==> src/rtl/pattern_sequencer_if.sv <==
// rtl/pattern_sequencer_if.sv - video timing / pattern bus between a timing source and the sequencer
//
// Purpose: bundles the pixel timing inputs, the generator colour bus and the
// sequencer's selection/colour outputs.
// Signals:
//   x, y            current pixel column / row
//   active          visible-area flag
//   vsync           vertical sync, active low
//   pattern_rgb     all generator outputs, pattern k at [k*RGB_W +: RGB_W]
//   pattern_select  index of the current pattern
//   pattern_enable  one-hot of pattern_select
//   blanking        high while forced-black frames are being output
//   rgb             muxed colour output
// Modports: master drives timing and generator colours, slave is the sequencer.
interface pattern_sequencer_if #(
  parameter int NUM_PATTERNS = 4,
  parameter int SEL_W        = 2,
  parameter int RGB_W        = 6
);
  logic [9:0]                    x;
  logic [9:0]                    y;
  logic                          active;
  logic                          vsync;
  logic [NUM_PATTERNS*RGB_W-1:0] pattern_rgb;
  logic [SEL_W-1:0]              pattern_select;
  logic [NUM_PATTERNS-1:0]       pattern_enable;
  logic                          blanking;
  logic [RGB_W-1:0]              rgb;

  modport master (
    output x, y, active, vsync, pattern_rgb,
    input  pattern_select, pattern_enable, blanking, rgb
  );

  modport slave (
    input  x, y, active, vsync, pattern_rgb,
    output pattern_select, pattern_enable, blanking, rgb
  );
endinterface

==> src/rtl/pattern_sequencer.sv <==
// rtl/pattern_sequencer.sv - sequences NUM_PATTERNS generators onto the rgb bus
//
// Purpose: selects one of NUM_PATTERNS pattern generators. Switches come from
// an auto-advance dwell counter or from next/prev requests; each switch waits
// for the frame origin and is followed by BLANK_FRAMES of black output.
// Ports:
//   clk                 pixel clock
//   rst_n               synchronous active-low reset
//   bus                 pattern_sequencer_if.slave (timing in, selection/rgb out)
//   auto_en             1 = auto-advance enabled
//   frames_per_pattern  dwell in frames; 0 selects DEFAULT_FRAMES
//   btn_next            one-cycle request to advance
//   btn_prev            one-cycle request to step back
module pattern_sequencer #(
  parameter int NUM_PATTERNS   = 4,
  parameter int SEL_W          = 2,
  parameter int FRAME_CNT_W    = 8,
  parameter int DEFAULT_FRAMES = 240,
  parameter int BLANK_FRAMES   = 2,
  parameter int RGB_W          = 6
) (
  input  logic                   clk,
  input  logic                   rst_n,
  pattern_sequencer_if.slave     bus,
  input  logic                   auto_en,
  input  logic [FRAME_CNT_W-1:0] frames_per_pattern,
  input  logic                   btn_next,
  input  logic                   btn_prev
);

  typedef enum logic [1:0] {SHOW, PENDING, BLANK} state_t;
  typedef enum logic {DIR_NEXT, DIR_PREV} dir_t;

  localparam logic [SEL_W-1:0]       LAST_SEL   = SEL_W'(NUM_PATTERNS - 1);
  localparam logic [SEL_W:0]         NUM_P      = (SEL_W + 1)'(NUM_PATTERNS);
  localparam logic [FRAME_CNT_W-1:0] DEF_DUR    = FRAME_CNT_W'(DEFAULT_FRAMES);
  // Unused when blanking is disabled; kept legal so the compare stays well formed.
  localparam logic [FRAME_CNT_W-1:0] BLANK_LAST = FRAME_CNT_W'((BLANK_FRAMES > 0) ? BLANK_FRAMES - 1 : 0);

  state_t                 state_q, state_d;
  dir_t                   dir_q, dir_d;
  logic [FRAME_CNT_W-1:0] cnt_q, cnt_d;
  logic [SEL_W-1:0]       sel_q, sel_d;
  logic [NUM_PATTERNS-1:0] en_q, en_d;
  logic                   blank_q, blank_d;
  logic                   vsync_q;

  logic                   frame_tick;
  logic                   at_origin;
  logic                   single_btn;
  logic [FRAME_CNT_W-1:0] dur;

  assign frame_tick = bus.vsync & ~vsync_q;
  assign at_origin  = (bus.x == 10'd0) && (bus.y == 10'd0);
  assign single_btn = btn_next ^ btn_prev;
  assign dur        = (frames_per_pattern == '0) ? DEF_DUR : frames_per_pattern;

  always_ff @(posedge clk) begin
    if (!rst_n) begin
      state_q <= SHOW;
      dir_q   <= DIR_NEXT;
      cnt_q   <= '0;
      sel_q   <= '0;
      en_q    <= NUM_PATTERNS'(1);
      blank_q <= 1'b0;
      vsync_q <= 1'b1;
    end else begin
      state_q <= state_d;
      dir_q   <= dir_d;
      cnt_q   <= cnt_d;
      sel_q   <= sel_d;
      en_q    <= en_d;
      blank_q <= blank_d;
      vsync_q <= bus.vsync;
    end
  end

  always_comb begin
    state_d = state_q;
    dir_d   = dir_q;
    cnt_d   = cnt_q;
    sel_d   = sel_q;
    unique case (state_q)
      SHOW: begin
        if (auto_en) begin
          if (frame_tick) begin
            // >= rather than == so a dwell shortened below the count still fires.
            if (cnt_q >= dur - 1'b1) begin
              cnt_d   = '0;
              dir_d   = DIR_NEXT;
              state_d = PENDING;
            end else begin
              cnt_d = cnt_q + 1'b1;
            end
          end
        end else begin
          cnt_d = '0;
        end
        // A button overrides the auto-advance direction in the same cycle.
        if (single_btn) begin
          dir_d   = btn_prev ? DIR_PREV : DIR_NEXT;
          state_d = PENDING;
        end
      end
      PENDING: begin
        if (single_btn) begin
          dir_d = btn_prev ? DIR_PREV : DIR_NEXT;
        end
        if (at_origin) begin
          if (dir_d == DIR_NEXT) begin
            sel_d = (sel_q == LAST_SEL) ? '0 : sel_q + 1'b1;
          end else begin
            sel_d = (sel_q == '0) ? LAST_SEL : sel_q - 1'b1;
          end
          cnt_d   = '0;
          state_d = (BLANK_FRAMES > 0) ? BLANK : SHOW;
        end
      end
      BLANK: begin
        if (frame_tick) begin
          if (cnt_q == BLANK_LAST) begin
            cnt_d   = '0;
            state_d = SHOW;
          end else begin
            cnt_d = cnt_q + 1'b1;
          end
        end
      end
      default: begin
        state_d = SHOW;
        cnt_d   = '0;
      end
    endcase
  end

  // Enable follows the new select from the switch edge, so the incoming
  // generator is already running while the output is blanked.
  always_comb begin
    en_d = '0;
    for (int k = 0; k < NUM_PATTERNS; k++) begin
      en_d[k] = (sel_d == SEL_W'(k));
    end
    blank_d = (state_d == BLANK);
  end

  logic [RGB_W-1:0] rgb_c;

  always_comb begin
    rgb_c = '0;
    if (!blank_q && bus.active && ({1'b0, sel_q} < NUM_P)) begin
      rgb_c = bus.pattern_rgb[sel_q*RGB_W +: RGB_W];
    end
  end

  assign bus.pattern_select = sel_q;
  assign bus.pattern_enable = en_q;
  assign bus.blanking       = blank_q;
  assign bus.rgb            = rgb_c;

endmodule
==> src/flat_wrapper.sv <==
// flat-port wrapper written by rule: the top's interface ports become plain ports
module pattern_sequencer_flat 
#(
  parameter int NUM_PATTERNS   = 4,
  parameter int SEL_W          = 2,
  parameter int FRAME_CNT_W    = 8,
  parameter int DEFAULT_FRAMES = 240,
  parameter int BLANK_FRAMES   = 2,
  parameter int RGB_W          = 6
)
  (clk, rst_n, auto_en, frames_per_pattern, btn_next, btn_prev, bus_x, bus_y, bus_active, bus_vsync, bus_pattern_rgb, bus_pattern_select, bus_pattern_enable, bus_blanking, bus_rgb);
  pattern_sequencer_if #(.NUM_PATTERNS(NUM_PATTERNS), .SEL_W(SEL_W), .RGB_W(RGB_W)) bus_i ();
  input  logic clk;
  input  logic rst_n;
  input  logic auto_en;
  input  logic [FRAME_CNT_W-1:0] frames_per_pattern;
  input  logic btn_next;
  input  logic btn_prev;
  input wire logic [$bits(bus_i.x)-1:0] bus_x;
  input wire logic [$bits(bus_i.y)-1:0] bus_y;
  input wire logic [$bits(bus_i.active)-1:0] bus_active;
  input wire logic [$bits(bus_i.vsync)-1:0] bus_vsync;
  input wire logic [$bits(bus_i.pattern_rgb)-1:0] bus_pattern_rgb;
  output wire logic [$bits(bus_i.pattern_select)-1:0] bus_pattern_select;
  output wire logic [$bits(bus_i.pattern_enable)-1:0] bus_pattern_enable;
  output wire logic [$bits(bus_i.blanking)-1:0] bus_blanking;
  output wire logic [$bits(bus_i.rgb)-1:0] bus_rgb;
  assign bus_i.x = bus_x;
  assign bus_i.y = bus_y;
  assign bus_i.active = bus_active;
  assign bus_i.vsync = bus_vsync;
  assign bus_i.pattern_rgb = bus_pattern_rgb;
  assign bus_pattern_select = bus_i.pattern_select;
  assign bus_pattern_enable = bus_i.pattern_enable;
  assign bus_blanking = bus_i.blanking;
  assign bus_rgb = bus_i.rgb;
  pattern_sequencer #(.NUM_PATTERNS(NUM_PATTERNS), .SEL_W(SEL_W), .FRAME_CNT_W(FRAME_CNT_W), .DEFAULT_FRAMES(DEFAULT_FRAMES), .BLANK_FRAMES(BLANK_FRAMES), .RGB_W(RGB_W)) u_core (.clk(clk), .rst_n(rst_n), .bus(bus_i), .auto_en(auto_en), .frames_per_pattern(frames_per_pattern), .btn_next(btn_next), .btn_prev(btn_prev));
endmodule
==> config.mk <==
export PLATFORM = sky130hd
export DESIGN_NAME = pattern_sequencer_flat
export DESIGN_NICKNAME = d
export VERILOG_FILES = /design/src/rtl/pattern_sequencer_if.sv /design/src/rtl/pattern_sequencer.sv /design/src/flat_wrapper.sv
export SDC_FILE = /design/constraint.sdc
export NUM_CORES = 1
export LEC_CHECK = 0
export ABC_AREA = 1
export BUFFER_PORTS_ARGS = -buffer_cell sky130_fd_sc_hd__buf_2
export CORE_UTILIZATION = 43
export CTS_BUF_LIST = sky130_fd_sc_hd__clkbuf_16
export DETAILED_ROUTE_END_ITERATION = 8
export PLACE_DENSITY_LB_ADDON = 0.3
export SKIP_LAST_GASP = 1
export SLEW_MARGIN = 40
export SYNTH_ARGS = -nofsm -noshare
export SYNTH_HDL_FRONTEND = slang
export SYNTH_SLANG_ARGS = --single-unit
==> constraint.sdc <==
create_clock -name clk -period 2 [get_ports clk]
set_input_delay 0.2 -clock clk [delete_from_list [all_inputs] [get_ports clk]]
set_output_delay 0.2 -clock clk [all_outputs]
set_load 0.01 [all_outputs]
==> reports/qor.yml <==
timing:
  slew_viol_final: 0
  hold_viol: 0
  post-route-period-util_pct: 102
  worst_pin_slew_ns: 0.415
  postLayoutSetupSlackWorst_ns: -0.0376
  relSlewSlack_pct: 72.2
  rsz0062_at_grt: "yes"
  period_needed_ns: 2.04
  finClkSkew_ns: 0.00302
  setup_violations: 9
  max_freq_mhz: 491
synth:
  synth_area_mm2: 0.00169
  synth_area_leaders: "dfxtp_1 (23%), nor2_1 (14%), nand2_1 (13%), ha_1 (10%), inv_1 (7.1%)"
  synthTopCellsByCount: "nor2_1 (63), nand2_1 (57), inv_1 (32), dfxtp_1 (19)"
  yosysWarnings: 0
  synth_seq_cells: 19
  synth_edf_count: 0
  syn_inst: 271
  synth.yosys.seq_area_share_pct: 22.5
  async_reset_ff_share_pct: 0
  syn_avg_cell_area_um2: 6.23
  synth_nets: 344
  synth_cell_types: 31
  yosys.area.top_type: "dfxtp_1"
  synthFlopType: "dfxtp_1"
  yosysMostFrequentCell: "nor2_1"
  yosysTopAreaCellShare_pct: 22.5
detailed_routing:
  vias: 1939
  drt_iter0_markers: 59
  postRouteAntennaNets: 0
  via_per_inst: 4.76
  dr.pass1.iters: 4
  routed_wl_um: 4170
  drc: 0
  wl_per_cell_um: 10.2
critical_path:
  start_kind: "input port"
  reg2reg_from: "u_core.cnt_q[0]"
  rr_worst_depth: 11
  r2r_end: "u_core.cnt_q[1]"
  arrival_ns: 2.17
  critPathCaptureType: "flop"
  reg2reg_slack_ns: 0.32
  crit_type: "input port to flop"
  cp_max_fo: 8
  crit_required_ns: 2.13
  timing.critical_path.from: "frames_per_pattern[0]"
floorplanning:
  die_area_mm2: 0.00418
  start_util_pct: 45.5
  io_pins: 72
  std_cell_rows: 22
  die-height_um: 64.7
  core_mm2: 0.00372
  die_w_um: 64.7
run:
  maxCapViolCount: 0
place:
  place_area_mm2: 0.00225
  dp_hpwl_um: 3300
  portBuffers: 71
  place.gp.congestion: 0.816
clock_network:
  cts_max_level: 1
  cts_tree: "built"
  numCtsBuffers: 3
  clock-sinks: 19
  clk_pin_slew_ns: 0.05
  ctsRootBufferMaster: "clkbuf_16"
  cts_hold_buf: 0
  insertion_delay_ns: 0.25
  cts_buffer_depth: 2
outcome:
  violations: "negative setup slack"
  status: "finished with violations"
cells_and_area:
  nFillCells: 334
  num-nets-final: 433
  area_delta_synth_final_pct: 42.6
  drive_gt1_share_pct: 36.2
  design_area_mm2: 0.00241
  diodes: 0
worst_hold_path:
  hold_end: "u_core.vsync_q"
  min_path_type: "input port to flop"
  min_path_cells: 3
  hp-start: "bus_vsync"
power:
  ir_worst_vdd_mv: 0.452
  p_leak_nw: 1.24
  cellPowerDensity_mw_per_mm2: 453
  p_total_mw: 1.09
grt:
  grt_overflow: 0
  grt_pass1_vias: 1682
  grt_max_degree: 16
  grt_pass1_wl_um: 6850
  antenna_found_initial: 0
  grt_use_total_pct: 20.3
==> worst max path at each step <==
stage,end,slack [ns],cells after the start
detailed placement,u_core.cnt_q[1],-0.38,19
floorplan,u_core.cnt_q[1],-0.03,18
global placement,u_core.cnt_q[7],-0.33,18
CTS,u_core.cnt_q[1],-0.01,19
global route,u_core.cnt_q[1],-0.26,19
finish,u_core.cnt_q[1],-0.04,16
==> area by class of cell <==
cell class,instances,area [µm²],share of cell area [%]
Tap cell,48,60.1,2.49
Inverter,37,164,6.81
Clock buffer,3,75.1,3.12
Multi-Input combinational cell,211,1220,50.9
Sequential cell,19,380,15.8
Timing Repair Buffer,88,499,20.7
Clock inverter,1,5.00,0.208
==> flip-flops by register name, summed over array words and instances, names as in the netlist <==
name	count
u_core.bus.pattern_enable	4
u_core.vsync_q	1
u_core.state_q	2
u_core.bus.pattern_select	2
u_core.dir_q	1
u_core.cnt_q	8
u_core.bus.blanking	1
==> kinds of logic (layout without fill, tap and decap cells) <==
kind of cell,count (synthesis),count (layout),synth area share (%)
compound gates,30,30,10.4
xor+xnor,6,6,3.11
fa+ha+maj,14,14,10.4
buf+inv,41,129,10.3
flops,19,19,22.5
simple gates,161,161,43.3
==> worst max-delay path, cell delays in order <==
cell and delay, ns:
buf_8 0.11, inv_12 0.04, ha_4 0.13, nand3_4 0.07, nor2_4 0.15, a21oi_2 0.05
nor2_2 0.16, nand2_1 0.09, xnor2_1 0.13, ha_1 0.29, nand2_1 0.07, o21a_1 0.21
nand3_2 0.08, nand2_2 0.06, o21ai_4 0.25, nor2_1 0.08
==> placed cells by master (no fill, tap or decap), types with 3 or more instances in the layout <==
cell,synthesis,routed
nor2_4,1,3
buf_2,1,69
nor3_1,4,3
ha_1,14,12
nand2_1,57,52
inv_1,32,30
clkbuf_16,0,3
nand3_2,2,3
nor2_1,63,60
xnor2_1,4,4
dfxtp_1,19,19
buf_4,0,17
inv_2,3,3
o21ai_0,14,14
nand3_1,13,11
nand2_2,2,6
nand4_1,7,7
nor3_2,2,3
a21oi_1,12,10
nor2_2,5,6
==> power by group <==
part | internal, mW | switching, mW
registers | 0.388 | 0.0104
logic | 0.138 | 0.149
clock network | 0.268 | 0.138
==> metrics by stage <==
stage | setup TNS (ns) | util, % | hold WS, ns | setup WS [ns] | std cells
2_1_floorplan | -0.264 | - | 0.269 | -0.0348 | 271
3_3_place_gp | -3.15 | 60.6 | 0.387 | -0.334 | 402
3_5_place_dp | -3.52 | 60.6 | 0.386 | -0.383 | 402
4_1_cts | -0.0170 | 63.8 | 0.128 | -0.0100 | 407
5_1_grt | -2.29 | 64.8 | 0.137 | -0.257 | 407
6_report | -0.196 | 64.8 | 0.127 | -0.0376 | 407
==> what timing repair did <==
action	CTS	global route
gates resized for setup	7	11
pin swaps	16	9
cloned	0	0
endpoints found under the setup margin	9	10
buffers inserted	1	0
==> routing by layer <==
metal / GRT usage [%] / routed length, µm
met5: 0 / 0
met4: 5.28 / 35
met3: 2.82 / 242
met2: 35.7 / 1910
met1: 25.8 / 1980
No activity file was read; power rests on OpenSTA's default activity.
